**config.mk**
```make
export PLATFORM = sky130hd
export DESIGN_NAME = apb_master
export DESIGN_NICKNAME = d
export VERILOG_FILES = /design/src/rtl/apb_master.sv
export SDC_FILE = /design/constraint.sdc
export NUM_CORES = 1
export LEC_CHECK = 0
export BUFFER_PORTS_ARGS = -buffer_cell sky130_fd_sc_hd__buf_2
export CAP_MARGIN = 20
export CORE_MARGIN = 4
export CORE_UTILIZATION = 25
export CTS_CLUSTER_SIZE = 8
export DETAILED_ROUTE_END_ITERATION = 7
export GPL_ROUTABILITY_DRIVEN = 0
export GPL_TIMING_DRIVEN = 0
export PLACE_DENSITY = 0.51
export SETUP_SLACK_MARGIN = 0.02
export SYNTH_ARGS = -nofsm -noshare
export SYNTH_HDL_FRONTEND = slang
export SYNTH_SLANG_ARGS = --single-unit
```
**constraint.sdc**
```tcl
create_clock -name PCLK -period 2.05 [get_ports PCLK]
set_clock_uncertainty 0.1 [all_clocks]
set_input_delay 0.1025 -clock PCLK [delete_from_list [all_inputs] [get_ports PCLK]]
set_output_delay 0.1025 -clock PCLK [all_outputs]
set_load 0.01 [all_outputs]
```
**src/rtl/apb_master.sv**
```systemverilog
// -----------------------------------------------------------------------------
// apb_master
//
// APB initiator bridging the core data-bus request port onto four APB slaves.
// A one-cycle core request becomes an APB SETUP/ACCESS transfer; the address is
// decoded into one of four slave selects, the selected slave's PREADY/PRDATA
// are muxed back, and the core receives a registered one-cycle ready pulse.
// Unmapped addresses and transfers that wait too long for PREADY complete with
// err=1 and rdata=0.
//
// Ports:
//   PCLK, PRESET            clock (rising edge), synchronous active-high reset
//   transfer, write         request strobe (sampled in IDLE only), direction
//   addr, wdata, strb_in    request address, write data, access size code
//   rdata, ready, err       read data, completion pulse, error flag (with ready)
//   PADDR, PWRITE, PWDATA   latched slave offset, direction, write data
//   strb                    latched access size code
//   PENABLE, PSEL0..PSEL3   APB enable and per-slave selects
//   PRDATA0..3, PREADY0..3  per-slave read data and ready
// -----------------------------------------------------------------------------
module apb_master #(
  parameter int          TIMEOUT   = 16,
  parameter logic [31:0] BASE_ADDR = 32'h1000_0000
) (
  input  logic        PCLK,
  input  logic        PRESET,
  input  logic        transfer,
  input  logic        write,
  input  logic [31:0] addr,
  input  logic [31:0] wdata,
  input  logic [2:0]  strb_in,
  output logic [31:0] rdata,
  output logic        ready,
  output logic        err,
  output logic [11:0] PADDR,
  output logic        PWRITE,
  output logic [31:0] PWDATA,
  output logic [2:0]  strb,
  output logic        PENABLE,
  output logic        PSEL0,
  output logic        PSEL1,
  output logic        PSEL2,
  output logic        PSEL3,
  input  logic [31:0] PRDATA0,
  input  logic [31:0] PRDATA1,
  input  logic [31:0] PRDATA2,
  input  logic [31:0] PRDATA3,
  input  logic        PREADY0,
  input  logic        PREADY1,
  input  logic        PREADY2,
  input  logic        PREADY3
);

  localparam int               CNT_W    = (TIMEOUT > 2) ? $clog2(TIMEOUT) : 1;
  localparam logic [CNT_W-1:0] CNT_LAST = CNT_W'(TIMEOUT - 1);

  typedef enum logic [1:0] {
    ST_IDLE,
    ST_SETUP,
    ST_ACCESS,
    ST_ERR
  } state_t;

  state_t           state_q;
  state_t           state_d;
  logic [CNT_W-1:0] cnt_q;
  logic [CNT_W-1:0] cnt_d;
  logic [1:0]       sel_q;

  logic             mapped;
  logic             load;
  logic             done;
  logic             done_err;
  logic             done_rd;
  logic             pready_sel;
  logic [31:0]      prdata_sel;
  logic             bus_act;

  // Only the top 18 address bits identify the APB region; bits 13:12 pick the
  // slave and bits 11:0 are the offset inside it.
  assign mapped = (addr[31:14] == BASE_ADDR[31:14]);

  // Return-path mux. Only the latched selection matters, so stray PREADY from
  // the other slaves can never complete a transfer.
  always_comb begin
    pready_sel = 1'b0;
    prdata_sel = '0;
    case (sel_q)
      2'd0: begin pready_sel = PREADY0; prdata_sel = PRDATA0; end
      2'd1: begin pready_sel = PREADY1; prdata_sel = PRDATA1; end
      2'd2: begin pready_sel = PREADY2; prdata_sel = PRDATA2; end
      default: begin pready_sel = PREADY3; prdata_sel = PRDATA3; end
    endcase
  end

  always_comb begin
    state_d  = state_q;
    cnt_d    = cnt_q;
    load     = 1'b0;
    done     = 1'b0;
    done_err = 1'b0;
    done_rd  = 1'b0;
    case (state_q)
      ST_IDLE: begin
        if (transfer) begin
          if (mapped) begin
            load    = 1'b1;
            state_d = ST_SETUP;
          end else begin
            state_d = ST_ERR;
          end
        end
      end
      ST_SETUP: begin
        cnt_d   = '0;
        state_d = ST_ACCESS;
      end
      ST_ACCESS: begin
        // PREADY wins over the timeout on the final allowed ACCESS cycle.
        if (pready_sel) begin
          done    = 1'b1;
          done_rd = ~PWRITE;
          state_d = ST_IDLE;
        end else if (cnt_q == CNT_LAST) begin
          done     = 1'b1;
          done_err = 1'b1;
          state_d  = ST_IDLE;
        end else begin
          cnt_d = cnt_q + 1'b1;
        end
      end
      ST_ERR: begin
        done     = 1'b1;
        done_err = 1'b1;
        state_d  = ST_IDLE;
      end
      default: begin
        state_d = ST_IDLE;
      end
    endcase
  end

  // Selects are decoded from the registered state, so they fall in the same
  // cycle the registered ready pulse rises.
  assign bus_act = (state_q == ST_SETUP) || (state_q == ST_ACCESS);
  assign PENABLE = (state_q == ST_ACCESS);
  assign PSEL0   = bus_act && (sel_q == 2'd0);
  assign PSEL1   = bus_act && (sel_q == 2'd1);
  assign PSEL2   = bus_act && (sel_q == 2'd2);
  assign PSEL3   = bus_act && (sel_q == 2'd3);

  always_ff @(posedge PCLK) begin
    if (PRESET) begin
      state_q <= ST_IDLE;
      cnt_q   <= '0;
      sel_q   <= '0;
      PADDR   <= '0;
      PWRITE  <= 1'b0;
      PWDATA  <= '0;
      strb    <= '0;
      rdata   <= '0;
      ready   <= 1'b0;
      err     <= 1'b0;
    end else begin
      state_q <= state_d;
      cnt_q   <= cnt_d;
      ready   <= done;
      err     <= done_err;
      if (load) begin
        sel_q  <= addr[13:12];
        PADDR  <= addr[11:0];
        PWRITE <= write;
        PWDATA <= wdata;
        strb   <= strb_in;
      end
      // Writes leave rdata untouched; errors always return zero.
      if (done_err) begin
        rdata <= '0;
      end else if (done_rd) begin
        rdata <= prdata_sel;
      end
    end
  end

endmodule
```
==> impl_metrics.yaml <==
power_and_ir_drop:
  cellPowerDensity_mw_per_mm2: 656
  p_leak_nw: 3.01
  combPwrFrac_pct: 24.9
  clkPwrFrac_pct: 34.1
  p_sw_mw: 1.39
  seq_power_share_pct: 41.0
  internal_power_mw: 3.28
  switching_share_pct: 29.8
  ir_drop_v: 0.000343
  power_mw: 4.68
clocking:
  clock_tree.buffer_depth: 2
  clock-sinks: 90
  ctsHtreeMaxLevel: 3
  clk_pin_slew_ns: 0.07
  cts_root_buffer: "clkbuf_16"
  numCtsBuffers: 9
  tritoncts: "built"
  worstSkewPairLatency_ns: 0.34
worst_hold_path:
  hp-class: "in2reg"
cells_and_area:
  final_cell_mix: "buf_2, dfxtp_1, a21oi_1"
  drive_gt1_share_pct: 44.7
  register_area_mm2: 0.00180
  syn_to_final_growth_pct: 58.9
  n_fill_cell: 1790
  num-nets-final: 1044
  final_common_cell: "buf_2"
  multi_input_area_mm2: 0.00250
  design_area_mm2: 0.00713
  insertedDiodeCount: 0
  final_cell_count_no_fill: 1066
routing:
  drt-initial-drc-count: 149
  via_per_inst: 4.90
  wl_per_cell_um: 17.6
  postRouteAntennaNets: 0
  drt_first_pass_iters: 4
  drc: 0
  drt-total-wl_um: 18800
  vias: 5220
placement:
  place_inst: 1001
  dp_hpwl_um: 14700
  io_buffers: 288
  placed_area_mm2: 0.00621
logic_synthesis:
  yosys_warnings: 0
  yosys-top-cells-area: "dfxtp_1, mux4_2, a21oi_1"
  netlist_area_mm2: 0.00449
  ys_types: 30
  ys_seq_area_share_pct: 40.1
  synth.ff_latch_count: 90
  synthCells: 488
  synth_nets: 696
  synth_top_area_share_pct: 40.1
  synth_area_leader_cell: "dfxtp_1"
  postSynthAreaPerCell_um2: 9.20
timing:
  tightest_slew_ns: 0.566
  setup-tns-final_ns: 0
  finalHoldViolCount: 0
  holdWs_ns: 0.0287
  setup_viol: 0
  min_period_over_period_pct: 94.5
  rsz0062_at_grt: "true"
  fmax_mhz: 516
  finalCriticalPeriod_ns: 1.94
  slew_violations: 0
  relSlewSlack_pct: 62.3
worst_setup_path:
  crit_fanout: 10
  path_class: "reg2reg"
  cp-end-kind: "flip-flop"
  cp.required_ns: 2.18
  cp-start-kind: "flip-flop"
  arrival_ns: 2.07
global_routing:
  grt_pass1_vias: 5238
  grt_overflow: 0
  grt_antenna_before_repair: 0
  grt_first_pass_wirelength_um: 28200
  grt_usage_pct: 17.7
  grt_max_degree: 15
floorplan:
  die_w_um: 142
  core_mm2: 0.0174
  dieArea_mm2: 0.0202
  die_h_um: 142
  placementRows: 48
  io_pins: 290
  start_util_pct: 25.8
run_status:
  status: "finished clean"
job:
  maxCapViolCount: 0
## power by group through the flow
stage          registers [mW]  logic [mW]  clock network [mW]
2_1_floorplan            1.98       0.497                   0
3_3_place_gp             1.95        1.04                   0
3_5_place_dp             1.96        1.04                   0
4_1_cts                  1.92        1.14                1.66
5_1_grt                  1.93        1.29                1.72
6_report                 1.92        1.16                1.60
## per-layer routing
| metal | global-route usage (%) | share of wire (%) | vias up |
|---|---|---|---|
| li1 | - | - | 2550 |
| met2 | 32.2 | 50 | 225 |
| met3 | 4.27 | 8.4 | 12 |
| met1 | 20.8 | 40 | 2433 |
| met5 | 0 | 0 | - |
| met4 | 4.75 | 1.1 | 0 |
## worst max-delay path, cell delays in order, from the launching register on
cell and delay [ns]:
dfxtp_1 0.36, mux4_2 0.58, buf_12 0.17, and3b_1 0.22
or3_4 0.17, buf_4 0.18, a21oi_1 0.06
## timing repair
item | CTS | global route
hold endpoints to repair | 49 | 0
endpoints found under the setup margin | 86 | 89
pin swaps | 1 | 2
setup buffers | 0 | 2
gates resized for setup | 21 | 48
hold buffers | 49 | 0
## worst paths after layout
check                 start   endpoint  slack (ns)  cells past startpoint
setup reg to reg   sel_q[0]   rdata[4]        0.11                      6
hold reg to reg   rdata[26]  rdata[26]        0.35                      2
hold / removal     addr[12]   sel_q[0]        0.03                      3
setup / recovery   sel_q[0]   rdata[4]        0.11                      6
## registers in the layout (all words and copies together), names as in the netlist
signal,count
rdata,32
PWRITE,1
state_q,2
err,1
cnt_q,4
PWDATA,32
PADDR,12
ready,1
sel_q,2
strb,3
## cell type report
class / instances / share of cell area, %
plain buffers: 56 / 3.98
clock buffers: 13 / 3.65
clock inverters: 3 / 0.333
inverters: 4 / 0.211
multi-input cells: 336 / 35.1
flip-flops and latches: 90 / 25.3
well taps: 225 / 3.95
repair buffers: 339 / 27.5
## Yosys cell counts
| cell | n |
|---|---|
| nor4b_1 | 1 |
| a2111oi_0 | 1 |
| mux2i_1 | 1 |
| and3b_1 | 2 |
| or3_1 | 1 |
| nor4_1 | 4 |
| nand4_1 | 50 |
| and2_1 | 1 |
| buf_2 | 4 |
| o31ai_1 | 51 |
| o21ai_0 | 3 |
| nor3b_1 | 2 |
| mux4_2 | 33 |
| nor2_1 | 12 |
| o21a_1 | 2 |
| buf_4 | 3 |
| a21oi_1 | 86 |
| nand3_1 | 3 |
| a211oi_1 | 1 |
| inv_1 | 3 |
| and3_1 | 3 |
| buf_1 | 2 |
| ha_1 | 5 |
| clkbuf_1 | 49 |
| nand2_1 | 68 |
| nand2b_1 | 1 |
| nand3b_1 | 2 |
| dfxtp_1 | 90 |
| clkinv_1 | 1 |
| nor3_1 | 3 |
## stage by stage
| stage | setup slack (ns) | utilization, % |
|---|---|---|
| floorplan | 0.213 | - |
| global placement | -0.547 | 35.7 |
| detailed placement | -0.491 | 35.7 |
| CTS | -0.0165 | 40.3 |
| global route | -0.00501 | 40.9 |
| finish | 0.112 | 40.9 |
## cell families after synthesis
kind of cell | after synthesis | synth area share [%]
and+or+nand+nor | 153 | 17.0
AOI/OAI and AO/OA | 144 | 19.2
DFF | 90 | 40.1
buffers and inverters | 62 | 5.55
muxes | 34 | 16.8
adders and majority gates | 5 | 1.39
(Power assumes the default switching activity.)
